## config.mk

```make
export PLATFORM = sky130hd
export DESIGN_NAME = wbuart_tx_flat
export DESIGN_NICKNAME = d
export VERILOG_FILES = /design/src/rtl/wbuart_tx_if.sv /design/src/rtl/wbuart_tx.sv /design/src/flat_wrapper.sv
export SDC_FILE = /design/constraint.sdc
export NUM_CORES = 1
export LEC_CHECK = 0
export BUFFER_PORTS_ARGS = -buffer_cell sky130_fd_sc_hd__buf_2
export CAP_MARGIN = 20
export CORE_UTILIZATION = 64
export CTS_BUF_LIST = sky130_fd_sc_hd__clkbuf_16
export CTS_CLUSTER_SIZE = 14
export DETAILED_ROUTE_END_ITERATION = 6
export GPL_ROUTABILITY_DRIVEN = 0
export GPL_TIMING_DRIVEN = 1
export PLACE_DENSITY = 0.93
export SLEW_MARGIN = 20
export SYNTH_ARGS = -nofsm -noshare
export SYNTH_HDL_FRONTEND = slang
export SYNTH_SLANG_ARGS = --single-unit
```

## constraint.sdc

```tcl
create_clock -name wb_clk_i -period 7.9 [get_ports wb_clk_i]
set_clock_uncertainty 0.1 [all_clocks]
set_input_delay 0.79 -clock wb_clk_i [delete_from_list [all_inputs] [get_ports wb_clk_i]]
set_output_delay 0.79 -clock wb_clk_i [all_outputs]
set_load 0.05 [all_outputs]
```

## src/rtl/wbuart_tx_if.sv

```systemverilog
// Wishbone classic slave bundle for the UART transmitter; signal names keep
// the slave-side _i/_o suffixes so both ends read the same as the bus spec.
interface wbuart_tx_if #(
  parameter int AW = 32,
  parameter int DW = 32
);
  logic [AW-1:0]   wb_adr_i;
  logic [DW-1:0]   wb_dat_i;
  logic [DW-1:0]   wb_dat_o;
  logic            wb_we_i;
  logic [DW/8-1:0] wb_sel_i;
  logic            wb_ack_o;
  logic            wb_cyc_i;
  logic            wb_stb_i;

  modport master (
    output wb_adr_i, wb_dat_i, wb_we_i, wb_sel_i, wb_cyc_i, wb_stb_i,
    input  wb_dat_o, wb_ack_o
  );

  modport slave (
    input  wb_adr_i, wb_dat_i, wb_we_i, wb_sel_i, wb_cyc_i, wb_stb_i,
    output wb_dat_o, wb_ack_o
  );
endinterface

```

## src/rtl/wbuart_tx.sv

```systemverilog
// Wishbone-slave 8N1 UART transmitter: byte FIFO, programmable bit divisor,
// sticky overflow flag and a level "transmit complete" interrupt.
module wbuart_tx #(
  parameter int AW          = 32,
  parameter int DW          = 32,
  parameter int FIFO_DEPTH  = 16,
  parameter int DEFAULT_DIV = 104
) (
  input  logic       wb_clk_i,
  input  logic       wb_reset_ni,
  wbuart_tx_if.slave wb,
  output logic       uart_tx_o,
  output logic       irq_o
);
  localparam int PW = (FIFO_DEPTH > 1) ? $clog2(FIFO_DEPTH) : 1;
  localparam int LW = PW + 1;

  typedef enum logic [1:0] {IDLE, START, DATA, STOP} state_e;

  // Reset asserts asynchronously and releases on a clock edge.
  logic [1:0] rst_sync_q;
  logic       rst_n;

  always_ff @(posedge wb_clk_i or negedge wb_reset_ni) begin
    if (!wb_reset_ni) rst_sync_q <= 2'b00;
    else              rst_sync_q <= {rst_sync_q[0], 1'b1};
  end
  assign rst_n = rst_sync_q[1];

  logic [AW-1:0] adr;
  logic [DW-1:0] rdata, dat_q;
  logic          ack_q, req, wr, rd;
  logic [15:0]   divisor_q, status;
  logic          ovf_q, irq_en_q, irq_q;
  logic          push_req, push_ok, pop, st_wr, div_wr, empty, full, busy;
  logic [7:0]    mem_q [FIFO_DEPTH];
  logic [PW-1:0] wptr_q, rptr_q;
  logic [LW-1:0] cnt_q;
  logic [8:0]    lvl9;

  state_e      state_q, state_d;
  logic [7:0]  shift_q, shift_d;
  logic [15:0] div_q, div_d, baud_q, baud_d;
  logic [2:0]  bit_q, bit_d;
  logic        tx_q, tx_d;

  assign adr      = wb.wb_adr_i;
  assign req      = wb.wb_cyc_i & wb.wb_stb_i & ~ack_q;
  assign wr       = req & wb.wb_we_i;
  assign rd       = req & ~wb.wb_we_i;
  assign push_req = wr & (adr[1:0] == 2'd0) & wb.wb_sel_i[0];
  assign st_wr    = wr & (adr[1:0] == 2'd1) & wb.wb_sel_i[0];
  assign div_wr   = wr & (adr[1:0] == 2'd2) & (wb.wb_sel_i[1:0] == 2'b11)
                  & (wb.wb_dat_i[15:0] >= 16'd2);

  assign empty   = (cnt_q == '0);
  assign full    = (cnt_q == LW'(FIFO_DEPTH));
  assign busy    = (state_q != IDLE);
  assign pop     = (state_q == IDLE) & ~empty;
  // A full FIFO still accepts a write when the transmitter drains a byte that cycle.
  assign push_ok = push_req & (~full | pop);

  assign lvl9   = 9'(cnt_q);
  assign status = {lvl9[7:0], 3'b000, irq_en_q, ovf_q, empty, full, busy};

  always_comb begin
    rdata = '0;
    case (adr[1:0])
      2'd1:    rdata[15:0] = status;
      2'd2:    rdata[15:0] = divisor_q;
      default: ;
    endcase
  end

  always_ff @(posedge wb_clk_i or negedge rst_n) begin
    if (!rst_n) begin
      ack_q     <= 1'b0;
      dat_q     <= '0;
      divisor_q <= 16'(DEFAULT_DIV);
      ovf_q     <= 1'b0;
      irq_en_q  <= 1'b0;
      irq_q     <= 1'b0;
    end else begin
      ack_q <= req;
      dat_q <= rd ? rdata : '0;
      if (div_wr) divisor_q <= wb.wb_dat_i[15:0];
      if (push_req & full & ~pop)   ovf_q <= 1'b1;
      else if (st_wr & wb.wb_dat_i[3]) ovf_q <= 1'b0;
      if (st_wr) irq_en_q <= wb.wb_dat_i[4];
      irq_q <= empty & ~busy & irq_en_q;
    end
  end

  always_ff @(posedge wb_clk_i) begin
    if (push_ok) mem_q[wptr_q] <= wb.wb_dat_i[7:0];
  end

  always_ff @(posedge wb_clk_i or negedge rst_n) begin
    if (!rst_n) begin
      wptr_q <= '0;
      rptr_q <= '0;
      cnt_q  <= '0;
    end else begin
      if (push_ok) wptr_q <= wptr_q + 1'b1;
      if (pop)     rptr_q <= rptr_q + 1'b1;
      case ({push_ok, pop})
        2'b10:   cnt_q <= cnt_q + 1'b1;
        2'b01:   cnt_q <= cnt_q - 1'b1;
        default: ;
      endcase
    end
  end

  // Divisor is sampled once per frame so mid-frame writes only affect the next byte.
  always_comb begin
    state_d = state_q;
    shift_d = shift_q;
    div_d   = div_q;
    baud_d  = baud_q;
    bit_d   = bit_q;
    case (state_q)
      IDLE: if (!empty) begin
        shift_d = mem_q[rptr_q];
        div_d   = divisor_q;
        baud_d  = divisor_q - 16'd1;
        bit_d   = 3'd0;
        state_d = START;
      end
      START: if (baud_q == '0) begin
        baud_d  = div_q - 16'd1;
        state_d = DATA;
      end else baud_d = baud_q - 16'd1;
      DATA: if (baud_q == '0) begin
        baud_d = div_q - 16'd1;
        if (bit_q == 3'd7) state_d = STOP;
        else begin
          shift_d = shift_q >> 1;
          bit_d   = bit_q + 3'd1;
        end
      end else baud_d = baud_q - 16'd1;
      STOP: if (baud_q == '0) state_d = IDLE;
      else baud_d = baud_q - 16'd1;
      default: state_d = IDLE;
    endcase
    case (state_d)
      START:   tx_d = 1'b0;
      DATA:    tx_d = shift_d[0];
      default: tx_d = 1'b1;
    endcase
  end

  always_ff @(posedge wb_clk_i or negedge rst_n) begin
    if (!rst_n) begin
      state_q <= IDLE;
      shift_q <= '0;
      div_q   <= 16'(DEFAULT_DIV);
      baud_q  <= '0;
      bit_q   <= '0;
      tx_q    <= 1'b1;
    end else begin
      state_q <= state_d;
      shift_q <= shift_d;
      div_q   <= div_d;
      baud_q  <= baud_d;
      bit_q   <= bit_d;
      tx_q    <= tx_d;
    end
  end

  assign wb.wb_ack_o = ack_q;
  assign wb.wb_dat_o = dat_q;
  assign uart_tx_o   = tx_q;
  assign irq_o       = irq_q;

  logic unused_bits;
  assign unused_bits = ^{adr, wb.wb_dat_i, wb.wb_sel_i, lvl9[8]};
endmodule

```

## src/flat_wrapper.sv

```systemverilog
// flat-port wrapper written by rule: the top's interface ports become plain ports
module wbuart_tx_flat 
#(
  parameter int AW          = 32,
  parameter int DW          = 32,
  parameter int FIFO_DEPTH  = 16,
  parameter int DEFAULT_DIV = 104
)
  (wb_clk_i, wb_reset_ni, uart_tx_o, irq_o, wb_wb_adr_i, wb_wb_dat_i, wb_wb_we_i, wb_wb_sel_i, wb_wb_cyc_i, wb_wb_stb_i, wb_wb_dat_o, wb_wb_ack_o);
  wbuart_tx_if #(.AW(AW), .DW(DW)) wb_i ();
  input  logic wb_clk_i;
  input  logic wb_reset_ni;
  output logic uart_tx_o;
  output logic irq_o;
  input wire logic [$bits(wb_i.wb_adr_i)-1:0] wb_wb_adr_i;
  input wire logic [$bits(wb_i.wb_dat_i)-1:0] wb_wb_dat_i;
  input wire logic [$bits(wb_i.wb_we_i)-1:0] wb_wb_we_i;
  input wire logic [$bits(wb_i.wb_sel_i)-1:0] wb_wb_sel_i;
  input wire logic [$bits(wb_i.wb_cyc_i)-1:0] wb_wb_cyc_i;
  input wire logic [$bits(wb_i.wb_stb_i)-1:0] wb_wb_stb_i;
  output wire logic [$bits(wb_i.wb_dat_o)-1:0] wb_wb_dat_o;
  output wire logic [$bits(wb_i.wb_ack_o)-1:0] wb_wb_ack_o;
  assign wb_i.wb_adr_i = wb_wb_adr_i;
  assign wb_i.wb_dat_i = wb_wb_dat_i;
  assign wb_i.wb_we_i = wb_wb_we_i;
  assign wb_i.wb_sel_i = wb_wb_sel_i;
  assign wb_i.wb_cyc_i = wb_wb_cyc_i;
  assign wb_i.wb_stb_i = wb_wb_stb_i;
  assign wb_wb_dat_o = wb_i.wb_dat_o;
  assign wb_wb_ack_o = wb_i.wb_ack_o;
  wbuart_tx #(.AW(AW), .DW(DW), .FIFO_DEPTH(FIFO_DEPTH), .DEFAULT_DIV(DEFAULT_DIV)) u_core (.wb_clk_i(wb_clk_i), .wb_reset_ni(wb_reset_ni), .wb(wb_i), .uart_tx_o(uart_tx_o), .irq_o(irq_o));
endmodule
```

# After elaboration in Yosys (flattened, before gate mapping)
# Memories as Yosys holds them, arrays and structs flattened.
# Index checks and enable logic that the tools add are counted.
[totals]
register_bits = 113
mem_bits_rw = 128
inputBits = 73
output_inout_bits = 35
mem_count = 1
[mem_list]
columns = ["memory", "words", "width", "read_ports", "rd_ports_with_merged_regs", "wr", "line_no", "source"]
rows = [
  ["u_core.mem_q", 16, 8, 1, 0, 1, "wbuart_tx.sv:36", "logic [7:0] mem_q [FIFO_DEPTH];"],
]
[classes]
add_sub_neg = 8
order_cmp = 1
n_eq_ne = 16
muxes = 26
bitwise = 25
n_reduce_logical = 12
[ops]
columns = ["cell", "n"]
rows = [
  ["2-to-1 mux 16 bit", 4],
  ["one-hot mux 16 bit (3 select lines)", 1],
  ["subtractor 16 x 1 -> 16 bit, second input constant", 3],
  ["one-hot mux 16 bit (2 select lines)", 1],
  ["2-to-1 mux 8 bit", 3],
  ["AND 1 bit", 18],
  ["greater-or-equal comparator 16 x 2 -> 1 bit, second input constant", 1],
  ["logical NOT 16 bit", 1],
  ["one-hot mux 8 bit (2 select lines)", 1],
  ["== test 2 bit, second input constant", 6],
  ["2-to-1 mux 2 bit", 5],
  ["one-hot mux 5 bit (2 select lines)", 1],
  ["2-to-1 mux 3 bit", 3],
  ["adder 4 x 1 -> 4 bit, second input constant", 2],
  ["== test 2 x 1 -> 1 bit, second input constant", 4],
  ["one-hot mux 2 bit (4 select lines)", 1],
  ["nonzero test 2 bit", 4],
  ["!= test 2 bit, second input constant", 3],
  ["NOT 1 bit", 6],
  ["one-hot mux 3 bit (2 select lines)", 1],
  ["adder 5 x 1 -> 5 bit, second input constant", 1],
  ["== test 5 bit, second input constant", 1],
  ["logical NOT 5 bit", 1],
  ["subtractor 5 x 1 -> 5 bit, second input constant", 1],
  ["other kinds (10)", 15],
]

# Depth between registers and ports, before layout
# Gate-level depths: netlist of run 1.
[logic_depth]
depth_word = 8
ltp_mapped = 13

# Worst setup path after synthesis of run 1
# OpenSTA, ideal clock, no wires.
[synth_timing]
path_kind = "input-to-reg"
startpoint = "input wb_wb_adr_i[0]"
endpoint = "memory u_core.mem_q[4][0] (enable)"
arrival_ns = 2.466
slack_ns = 4.951
stages = 8
path_cell_list = "inv_1 > ha_1 > nand3_1 > nor2_1 > and2_1 > clkbuf_1 > nand2_1 > nor3_1"
[synth_between]
elab_chain_cells = 6
[synth_rtl]
columns = ["element", "line_no", "source"]
rows = [
  ["from (decl)", "flat_wrapper.sv:15", "input wire logic [$bits(wb_i.wb_adr_i)-1:0] wb_wb_adr_i;"],
  ["logical NOT 2 bit", "wbuart_tx.sv:51", "assign push_req = wr & (adr[1:0] == 2'd0) & wb.wb_sel_i[0];"],
  ["AND 1 bit (2 in a row)", "wbuart_tx.sv:51", ""],
  ["AND 1 bit", "wbuart_tx.sv:61", "assign push_ok = push_req & (~full | pop);"],
  ["2-to-1 mux 1 bit", "wbuart_tx.sv:95", "if (push_ok) mem_q[wptr_q] <= wb.wb_dat_i[7:0];"],
  ["2-to-1 mux 1 bit (not written as such)", "wbuart_tx.sv:95", ""],
  ["to (decl)", "wbuart_tx.sv:36", ""],
]
# No other way between the ends.

# Final worst setup path of run 1
[layout_timing]
startpoint = "register u_core.state_q[0]"
endpoint = "memory u_core.mem_q[7][5] (enable)"
[layout_between]
elab_chain_cells = 6
[layout_rtl]
columns = ["element", "line_no", "source"]
rows = [
  ["from (decl)", "wbuart_tx.sv:41", "state_e state_q, state_d;"],
  ["from (signal assigned)", "wbuart_tx.sv:161", "state_q <= state_d;"],
  ["logical NOT 2 bit", "wbuart_tx.sv:59", "assign pop = (state_q == IDLE) & ~empty;"],
  ["AND 1 bit", "wbuart_tx.sv:59", ""],
  ["OR 1 bit", "wbuart_tx.sv:61", ""],
  ["AND 1 bit", "wbuart_tx.sv:61", ""],
  ["2-to-1 mux 1 bit", "wbuart_tx.sv:95", ""],
  ["2-to-1 mux 1 bit (not written as such)", "wbuart_tx.sv:95", ""],
]
# No other way between the ends.

==> results of run 1 <==
## synth_stat cells (10+ instances only)
library cell,count,area (um^2)
a21oi_1,19,95.1
inv_1,25,93.8
nor2_1,45,169
clkbuf_1,23,86.3
ha_1,20,250
mux4_2,29,653
mux2_2,21,236
o21ai_0,41,205
nand2_1,102,383
dfrtp_1,90,2250
buf_2,13,65.1
nand3_1,16,80.1
a211oi_1,14,105
nand4_1,10,62.6
and2_1,12,75.1
mux2i_1,11,110
buf_4,18,135
xnor2_1,23,201
edfxtp_1,128,3840
a22oi_1,12,90.1
nor3_1,23,115
xor2_1,18,158
nor4_1,19,119
## worst min-delay path by stage
| stage | startpoint | endpoint | slack (ps) | cells past startpoint |
|---|---|---|---|---|
| floorplan | u_core.rst_sync_q[0] | u_core.rst_sync_q[1] | 230 | 0 |
| global placement | u_core.rst_sync_q[0] | u_core.rst_sync_q[1] | 230 | 0 |
| detailed placement | u_core.rst_sync_q[0] | u_core.rst_sync_q[1] | 240 | 0 |
| CTS | u_core.rst_sync_q[0] | u_core.rst_sync_q[1] | 250 | 0 |
| global route | u_core.rst_sync_q[0] | u_core.rst_sync_q[1] | 270 | 0 |
| finish | u_core.rst_sync_q[0] | u_core.rst_sync_q[1] | 250 | 0 |
## power groups by stage
| stage | Sequential (mW) | Clock, mW | Combinational, mW |
|---|---|---|---|
| after floorplan | 1.33 | 0 | 0.164 |
| after CTS | 1.34 | 1.00 | 0.227 |
| final | 1.35 | 1.00 | 0.234 |
| after global placement | 1.36 | 0 | 0.193 |
| after global routing | 1.35 | 1.04 | 0.245 |
| after detailed placement | 1.36 | 0 | 0.206 |
## layout make-up
cell class              instances  area share
flip-flops and latches        225       0.541
clock inverters                18     0.00841
well taps                     216      0.0233
clock buffers                  23      0.0496
repair buffers                 59      0.0291
inverters                      25     0.00808
multi-input cells             544       0.340
## worst max-delay path: cells and delay by family (launching register included)
family	cells	cell delay, ps
fa+ha+maj	1	450
buf+inv	3	670
flops	1	410
simple gates	4	1510
## kinds of logic (layout without fill, tap and decap cells)
kind of cell             count (synthesis)  count (layout)  share of synthesized area
AO/OA/AOI/OAI                          139             139                     0.0873
AND/OR/NAND/NOR                        265             265                      0.125
XOR/XNOR                                41              41                     0.0338
buffers and inverters                   85             125                     0.0433
flip-flops                             225             225                      0.591
multiplexers                            62              62                     0.0952
adder cells (fa/ha/maj)                 20              20                     0.0236
other                                    2              17                   0.000707
## layout by cell type (no fill, tap or decap), types with 19 or more instances in the layout
cell	Yosys	final
a21oi_1	19	19
buf_2	13	43
clkbuf_16	0	23
dfrtp_1	90	88
edfxtp_1	128	128
ha_1	20	20
inv_1	25	31
mux2_2	21	21
mux4_2	29	29
nand2_1	102	102
nor2_1	45	45
nor3_1	23	21
nor4_1	19	19
o21ai_0	41	41
xnor2_1	23	23
## registers in the layout, indices dropped and copies added, names as in the netlist, 5 cells and up
name and flops:
u_core.baud_q 16, u_core.cnt_q 5, u_core.div_q 16, u_core.divisor_q 16
u_core.mem_q 128, u_core.shift_q 8, u_core.wb.wb_dat_o 16
## per-layer routing
metal / wire length, um / track usage / vias up
met5: 0 / 0 / -
met3: 2740 / 0.0696 / 153
li1: - / - / 3170
met2: 13500 / 0.550 / 611
met1: 9630 / 0.425 / 3710
met4: 1400 / 0.156 / 0
## metrics by stage
step	cell area [um^2]	hold slack, ps	util	setup WS [ps]	instances
after floorplan	10700	231	-	4910	854
after global placement	10900	233	0.680	4330	1068
after detailed placement	10900	236	0.680	4240	1068
after CTS	11600	249	0.723	4390	1110
after global routing	11600	268	0.723	4440	1110
final	11600	249	0.723	4460	1110
==> impl_metrics.py, run 1 <==
metrics = {
    "setup_path": {
        "critPathLaunch": "u_core.state_q[0]",
        "reg2reg_to": "u_core.mem_q[7][5]",
        "required_ps": 8040,
        "worstRegToRegCells": 8,
        "crit_slowest_cell": "nor3_1",
        "ff2ff_setup_slack_ps": 4460,
        "arrival_ps": 3580,
        "cpMostUsedCell": "inv_1",
        "cp_cell_sequence": "inv_1 > ha_1 > inv_1 > nand3_1 > and2_1 > nand2_1 > nor3_1 > buf_4",
        "start_kind": "register",
        "rr_startpoint": "u_core.state_q[0]",
        "endpoint": "u_core.mem_q[7][5]",
        "critical-path-max-stage-delay_ps": 620,
        "cp-end-kind": "register",
        "path_class": "reg2reg",
        "path_max_fanout": 8,
    },
    "finish": {
        "area_growth_pct": 9.28,
        "multi_input_area_um2": 3950,
        "fillers": 909,
        "antennaDiodeCount": 0,
        "layout-drive-gt1-share": 0.182,
        "finalNetCount": 971,
        "regArea_um2": 6280,
    },
    "pwr": {
        "fin_total_pwr_mw": 2.59,
        "p_int_mw": 1.89,
        "clockPowerShare": 0.388,
        "leakage_nw": 4.52,
        "p_sw_frac": 0.269,
        "p_per_area_nw_per_um2": 223,
        "switchingPower_uw": 696,
        "combPwrFrac": 0.090,
        "seqPwrFrac": 0.521,
        "peakVddDrop_v": 0.000307,
    },
    "grt": {
        "antenna_found_initial": 0,
        "track_usage": 0.333,
        "grt_max_degree": 55,
        "grt-ovfl-total": 0,
        "grt_pass1_wl_mm": 41.9,
        "grt_pass1_vias": 7346,
    },
    "sta": {
        "slew_headroom": 0.315,
        "post-route-period-util": 0.435,
        "tightest_slew_ps": 1030,
        "setup_viol": 0,
        "grt_setup_unrepaired": "false",
        "finalMaxSlewViolations": 0,
        "fin_setup_tns_ps": 0,
        "min_period_ps": 3440,
        "hold_viol": 0,
        "max_freq_mhz": 291,
    },
    "clock_tree": {
        "cts_tree": "yes",
        "path_clk_slew_ps": 60,
        "cts_root_buf": "clkbuf_16",
        "post_cts_buffers": 0,
        "clkLatencyLatePin_ps": 530,
        "cts_resized": 0,
        "cts-hold-fix-buffers": 1,
        "cts_buffers": 23,
        "cts_sinks": 225,
        "clk_path_buf_depth": 3,
        "h-tree-depth": 1,
    },
    "min_path": {
        "min_path_type": "reg2reg",
    },
    "floorplan": {
        "ioPinCount": 108,
        "die_w_um": 131,
        "initial_core_util": 0.661,
        "fp.dieH_um": 131,
        "rows": 46,
        "die_area_um2": 17100,
        "core_um2": 16100,
    },
    "synthesis": {
        "synth_edf_count": 128,
        "yosys_warnings": 0,
        "ys_types": 74,
        "syn_area_per_cell_um2": 12.7,
        "synth_sequential_area_ratio": 0.591,
        "synth_ff_type": "edfxtp_1",
        "ys_seq_elements": 225,
        "syn_area_um2": 10600,
        "syn_inst": 839,
        "synthArstFlopShare": 0.431,
    },
    "routing": {
        "drc": 0,
        "dr.pass1.iters": 7,
        "wl_per_cell_um": 24.6,
        "routed_wl_mm": 27.3,
        "drtAntennaViolNets": 0,
        "via_per_inst": 6.89,
        "num_vias": 7644,
        "drtIter0Drc": 1177,
    },
    "place": {
        "port_buffers": 43,
        "dpl.hpwl_mm": 16.2,
    },
    "run": {
        "maxCapViolations": 0,
    },
    "run_status": {
        "status": "finished clean",
    },
}
(Power assumes the default switching activity.)
==> run 2, diff against run 1 <==
--- a/config.mk
+++ b/config.mk
@@ -7,13 +7,13 @@
 export LEC_CHECK = 0
 export BUFFER_PORTS_ARGS = -buffer_cell sky130_fd_sc_hd__buf_2
 export CAP_MARGIN = 20
-export CORE_UTILIZATION = 64
+export CORE_UTILIZATION = 59
 export CTS_BUF_LIST = sky130_fd_sc_hd__clkbuf_16
 export CTS_CLUSTER_SIZE = 14
 export DETAILED_ROUTE_END_ITERATION = 6
 export GPL_ROUTABILITY_DRIVEN = 0
 export GPL_TIMING_DRIVEN = 1
-export PLACE_DENSITY = 0.93
+export PLACE_DENSITY = 0.87
 export SLEW_MARGIN = 20
 export SYNTH_ARGS = -nofsm -noshare
 export SYNTH_HDL_FRONTEND = slang
==> constraint.sdc (replaced) <==
create_clock -name wb_clk_i -period 3.59 [get_ports wb_clk_i]
set_clock_uncertainty 0.1 [all_clocks]
set_input_delay 0.359 -clock wb_clk_i [delete_from_list [all_inputs] [get_ports wb_clk_i]]
set_output_delay 0.359 -clock wb_clk_i [all_outputs]
set_load 0.05 [all_outputs]
==> impl_metrics.py, run 2 (same netlist as run 1, synthesis figures left out) <==
metrics = {
    "clock_tree": {
        "cts_root_buf": "clkbuf_16",
        "h-tree-depth": 1,
        "clk_path_buf_depth": 3,
        "cts_sinks": 225,
        "cts_resized": 0,
        "path_clk_slew_ps": 60,
        "clkLatencyLatePin_ps": 520,
        "cts_buffers": 23,
        "cts_tree": "yes",
    },
    "grt": {
        "grt_max_degree": 51,
        "grt_pass1_vias": 7089,
        "grt_pass1_wl_mm": 38.9,
        "antenna_found_initial": 0,
        "track_usage": 0.279,
        "grt-ovfl-total": 0,
    },
    "finish": {
        "final_common_cell": "edfxtp_1",
        "area_growth_pct": 10.7,
        "antennaDiodeCount": 0,
        "fin_cells": 1134,
        "top_register": "u_core.mem_q",
        "final_cell_mix": "edfxtp_1 (128), nand2_1 (102), dfrtp_1 (88)",
        "multi_input_area_um2": 3940,
        "largest_reg_flops": 128,
        "stdcell_area_um2": 11800,
        "finalNetCount": 987,
        "layout-drive-gt1-share": 0.191,
        "fillers": 1133,
        "regArea_um2": 6280,
    },
    "place": {
        "port_buffers": 43,
        "preCtsSetupSlack_ps": 698,
        "post_dp_cell_area_um2": 11000,
        "dpl.hpwl_mm": 16.1,
        "dp.cells": 1089,
    },
    "pwr": {
        "p_per_area_nw_per_um2": 481,
        "combPwrFrac": 0.088,
        "switchingPower_mw": 1.43,
        "seqPwrFrac": 0.520,
        "leakage_nw": 4.58,
        "p_int_mw": 4.23,
        "clockPowerShare": 0.392,
        "peakVddDrop_v": 0.000565,
        "p_sw_frac": 0.253,
    },
    "setup_path": {
        "start_kind": "register",
        "path_class": "reg2reg",
        "cp-end-kind": "register",
        "required_ps": 3920,
        "arrival_ps": 3420,
        "path_max_fanout": 6,
        "ff2ff_setup_slack_ps": 500,
    },
    "min_path": {
        "min_path_type": "in2reg",
    },
    "routing": {
        "drc": 0,
        "drtIter0Drc": 708,
        "routed_wl_mm": 25.1,
        "drtAntennaViolNets": 0,
        "wl_per_cell_um": 22.1,
        "num_vias": 7237,
        "dr.pass1.iters": 5,
        "via_per_inst": 6.38,
    },
    "sta": {
        "min_period_ps": 3090,
        "grt_setup_unrepaired": "false",
        "slew_headroom": 0.333,
        "finalMaxSlewViolations": 0,
        "post-route-period-util": 0.861,
        "hold_viol": 0,
        "setup_viol": 0,
        "fin_setup_tns_ps": 0,
        "layout_setup_ws_ps": 498,
        "max_freq_mhz": 323,
        "tightest_slew_ps": 1000,
    },
    "run_status": {
        "status": "finished clean",
    },
    "floorplan": {
        "die_area_um2": 18500,
        "core_um2": 17400,
        "die_w_um": 136,
        "initial_core_util": 0.610,
        "ioPinCount": 108,
        "rows": 48,
        "fp.dieH_um": 136,
    },
    "run": {
        "maxCapViolations": 0,
    },
}
==> run 2: cell count changes in the layout (fill, tap and decap cells not counted), moves of 3 or more <==
| cell | delta |
|---|---|
| buf_4 | +12 |
| clkinvlp_4 | +4 |
| dlygate4sd3_1 | +4 |
| clkinv_2 | -3 |
==> run 2: final cells by class <==
type / instances / area share
clock buffers: 23 / 0.0490
clock inverters: 17 / 0.00958
inverters: 25 / 0.00798
multi-input cells: 544 / 0.335
flip-flops and latches: 225 / 0.535
well taps: 225 / 0.0240
repair buffers: 75 / 0.0398
==> run 2: repair_timing <==
action                    CTS  global route
buffers inserted            0             0
hold buffers                5             0
hold endpoints to repair    6             0
==> run 2: worst paths after layout <==
check                                  endpoint                 start  cells past startpoint
max                             u_core.cnt_q[4]     u_core.state_q[0]                     11
min                        u_core.divisor_q[10]       wb_wb_dat_i[10]                      2
max reg2reg                     u_core.cnt_q[4]     u_core.state_q[0]                     11
min reg2reg                u_core.rst_sync_q[1]  u_core.rst_sync_q[0]                      0
max in group asynchronous      u_core.uart_tx_o  u_core.rst_sync_q[1]                      1
min in group asynchronous  u_core.rst_sync_q[1]           wb_reset_ni                      2
==> run 2: power by group through the flow <==
| stage | clock [mW] | combinational, mW | sequential [mW] |
|---|---|---|---|
| 2_1_floorplan | 0 | 0.362 | 2.93 |
| 3_3_place_gp | 0 | 0.447 | 2.98 |
| 3_5_place_dp | 0 | 0.474 | 2.98 |
| 4_1_cts | 2.22 | 0.490 | 2.94 |
| 5_1_grt | 2.32 | 0.533 | 2.95 |
| 6_report | 2.22 | 0.498 | 2.94 |
==> run 2: through the flow <==
stage	util	hold WS (ps)	total power, mW
after floorplan	-	-36.6	3.29
after global placement	0.632	45.7	3.42
after detailed placement	0.632	50.0	3.46
after CTS	0.675	1.03	5.65
after global routing	0.675	1.36	5.80
final	0.675	12.5	5.66
==> run 2: critical path: stages (launching register included) <==
cell and delay (ps):
dfrtp_1 410, inv_1 150, ha_1 400, o21ai_2 120, or2_2 380, xnor2_1 200
ha_1 280, nor2_1 70, o31ai_1 230, a31oi_1 160, mux2i_1 270, xor2_1 230
==> run 2: per-layer routing <==
metal,global-route usage,part of all wire,up-vias
li1,-,-,3197
met1,0.377,0.39,3592
met2,0.457,0.50,368
met3,0.0391,0.075,80
met4,0.109,0.037,0
met5,0,0,-
==> run 3, diff against run 2 <==
--- a/config.mk
+++ b/config.mk
@@ -7,13 +7,13 @@
 export LEC_CHECK = 0
 export BUFFER_PORTS_ARGS = -buffer_cell sky130_fd_sc_hd__buf_2
 export CAP_MARGIN = 20
-export CORE_UTILIZATION = 59
+export CORE_UTILIZATION = 64
 export CTS_BUF_LIST = sky130_fd_sc_hd__clkbuf_16
-export CTS_CLUSTER_SIZE = 14
 export DETAILED_ROUTE_END_ITERATION = 6
 export GPL_ROUTABILITY_DRIVEN = 0
 export GPL_TIMING_DRIVEN = 1
-export PLACE_DENSITY = 0.87
+export PLACE_DENSITY = 0.93
+export SETUP_SLACK_MARGIN = 0.15
 export SLEW_MARGIN = 20
 export SYNTH_ARGS = -nofsm -noshare
 export SYNTH_HDL_FRONTEND = slang
==> constraint.sdc (replaced) <==
create_clock -name wb_clk_i -period 3.7 [get_ports wb_clk_i]
set_clock_uncertainty 0.1 [all_clocks]
set_input_delay 0.37 -clock wb_clk_i [delete_from_list [all_inputs] [get_ports wb_clk_i]]
set_output_delay 0.37 -clock wb_clk_i [all_outputs]
set_load 0.05 [all_outputs]
==> impl_metrics.py, run 3 (same netlist as run 1, synthesis figures left out) <==
metrics = {
    "floorplan": {
        "die_area_um2": 17100,
        "fp.dieH_um": 131,
        "initial_core_util": 0.661,
        "ioPinCount": 108,
        "die_w_um": 131,
        "core_um2": 16100,
        "rows": 46,
    },
    "finish": {
        "area_growth_pct": 10.3,
        "layout-drive-gt1-share": 0.190,
        "final_cell_mix": "edfxtp_1 (128), nand2_1 (102), dfrtp_1 (88)",
        "antennaDiodeCount": 0,
        "stdcell_area_um2": 11700,
        "largest_reg_flops": 128,
        "final_common_cell": "edfxtp_1",
        "finalNetCount": 982,
        "top_register": "u_core.mem_q",
    },
    "sta": {
        "slew_headroom": 0.352,
        "post-route-period-util": 0.835,
        "timing.hold.ws_ps": 10.3,
        "tightest_slew_ps": 972,
        "grt_setup_unrepaired": "false",
        "hold_viol": 0,
        "min_period_ps": 3090,
        "max_freq_mhz": 324,
        "layout_setup_ws_ps": 611,
        "setup_viol": 0,
        "finalMaxSlewViolations": 0,
        "fin_setup_tns_ps": 0,
    },
    "routing": {
        "drtAntennaViolNets": 0,
        "drtIter0Drc": 1022,
        "wl_per_cell_um": 24.4,
        "drc": 0,
        "via_per_inst": 6.83,
        "dr.pass1.iters": 6,
        "routed_wl_mm": 27.4,
        "num_vias": 7665,
    },
    "clock_tree": {
        "path_clk_slew_ps": 60,
        "cts_root_buf": "clkbuf_16",
        "h-tree-depth": 1,
        "clkLatencyLatePin_ps": 530,
        "clk_path_buf_depth": 3,
        "cts_tree": "yes",
        "cts_sinks": 225,
        "cts_buffers": 23,
        "post_cts_buffers": 0,
    },
    "setup_path": {
        "required_ps": 4020,
        "crit_slowest_cell": "dfrtp_1",
        "reg2reg_to": "u_core.cnt_q[4]",
        "rr_startpoint": "u_core.state_q[1]",
        "cp_cell_sequence": "inv_1 > ha_1 > o21ai_2 > or2_2 > xnor2_1 > ha_1 > o21bai_1 > a31oi_1 > mux2i_1 > xor2_1",
        "ff2ff_setup_slack_ps": 610,
        "worstRegToRegCells": 10,
        "cp-end-kind": "register",
        "start_kind": "register",
        "arrival_ps": 3410,
        "path_class": "reg2reg",
        "critical-path-max-stage-delay_ps": 430,
        "critPathLaunch": "u_core.state_q[1]",
        "cpMostUsedCell": "ha_1",
        "path_max_fanout": 6,
    },
    "grt": {
        "antenna_found_initial": 0,
        "grt_max_degree": 60,
        "grt_pass1_wl_mm": 41.3,
        "track_usage": 0.331,
        "grt-ovfl-total": 0,
        "grt_pass1_vias": 7249,
    },
    "place": {
        "preCtsSetupSlack_ps": 807,
        "dpl.hpwl_mm": 16.2,
        "port_buffers": 43,
        "post_dp_cell_area_um2": 11000,
    },
    "min_path": {
        "min_to": "u_core.divisor_q[14]",
        "worstHoldStart": "wb_wb_dat_i[14]",
        "whs_path_depth": 2,
        "min_path_type": "in2reg",
    },
    "pwr": {
        "leakage_nw": 4.59,
        "p_per_area_nw_per_um2": 475,
        "peakVddDrop_v": 0.000481,
    },
    "run": {
        "maxCapViolations": 0,
    },
    "run_status": {
        "status": "finished clean",
    },
}
## run 3: changes by cell type in the layout (fill, tap and decap cells not counted), sizes merged
cell / previous run / this run
buf: 70 / 69
inv: 30 / 33
dlygate4sd3: 5 / 1
bufinv: 1 / 2
clkinvlp: 4 / 1
clkinv: 7 / 8
## run 3: per-layer routing
| layer | track usage | routed length (um) |
|---|---|---|
| met1 | 0.434 | 9710 |
| met2 | 0.558 | 13800 |
| met3 | 0.0603 | 2920 |
| met4 | 0.122 | 995 |
| met5 | 0 | 0 |
## run 3: worst max-delay path by stage
stage,to,slack (ps),cells past startpoint
after floorplan,u_core.baud_q[0],710,0
after global placement,u_core.mem_q[7][6],930,9
after detailed placement,u_core.cnt_q[4],810,10
after CTS,u_core.cnt_q[4],690,10
after global routing,u_core.cnt_q[4],470,10
final,u_core.cnt_q[4],610,10
## run 3: layout make-up
cell class | count | area [um^2]
clock buffer | 23 | 576
clock inverter | 19 | 136
fill | 895 | 4340
inverter | 25 | 93.8
multi-input combinational | 544 | 3940
sequential | 225 | 6280
tap | 216 | 270
timing repair buffer | 70 | 420
## run 3: where the power goes
part / switching, mW / internal [mW]
Sequential: 0.150 / 2.72
Clock: 0.948 / 1.27
Combinational: 0.304 / 0.171
Total: 1.40 / 4.16
## run 3: per-stage QoR
step | std cells | total power, mW | utilization
after floorplan | 854 | 3.20 | -
after global placement | 1079 | 3.31 | 0.685
after detailed placement | 1079 | 3.34 | 0.685
after CTS | 1122 | 5.55 | 0.730
after global routing | 1122 | 5.71 | 0.730
final | 1122 | 5.56 | 0.730
## run 3: timing repair
item,in CTS,in global routing
hold buffers,1,0
hold endpoints to repair,2,0
gates resized for setup,0,0
## run 3: critical path, delay by kind of cell (launching register included)
kind | cells | cell delay (ps)
flops | 1 | 430
compound gates | 3 | 570
fa+ha+maj | 2 | 670
mux | 1 | 300
buf+inv | 1 | 130
simple gates | 1 | 390
xor+xnor | 2 | 420
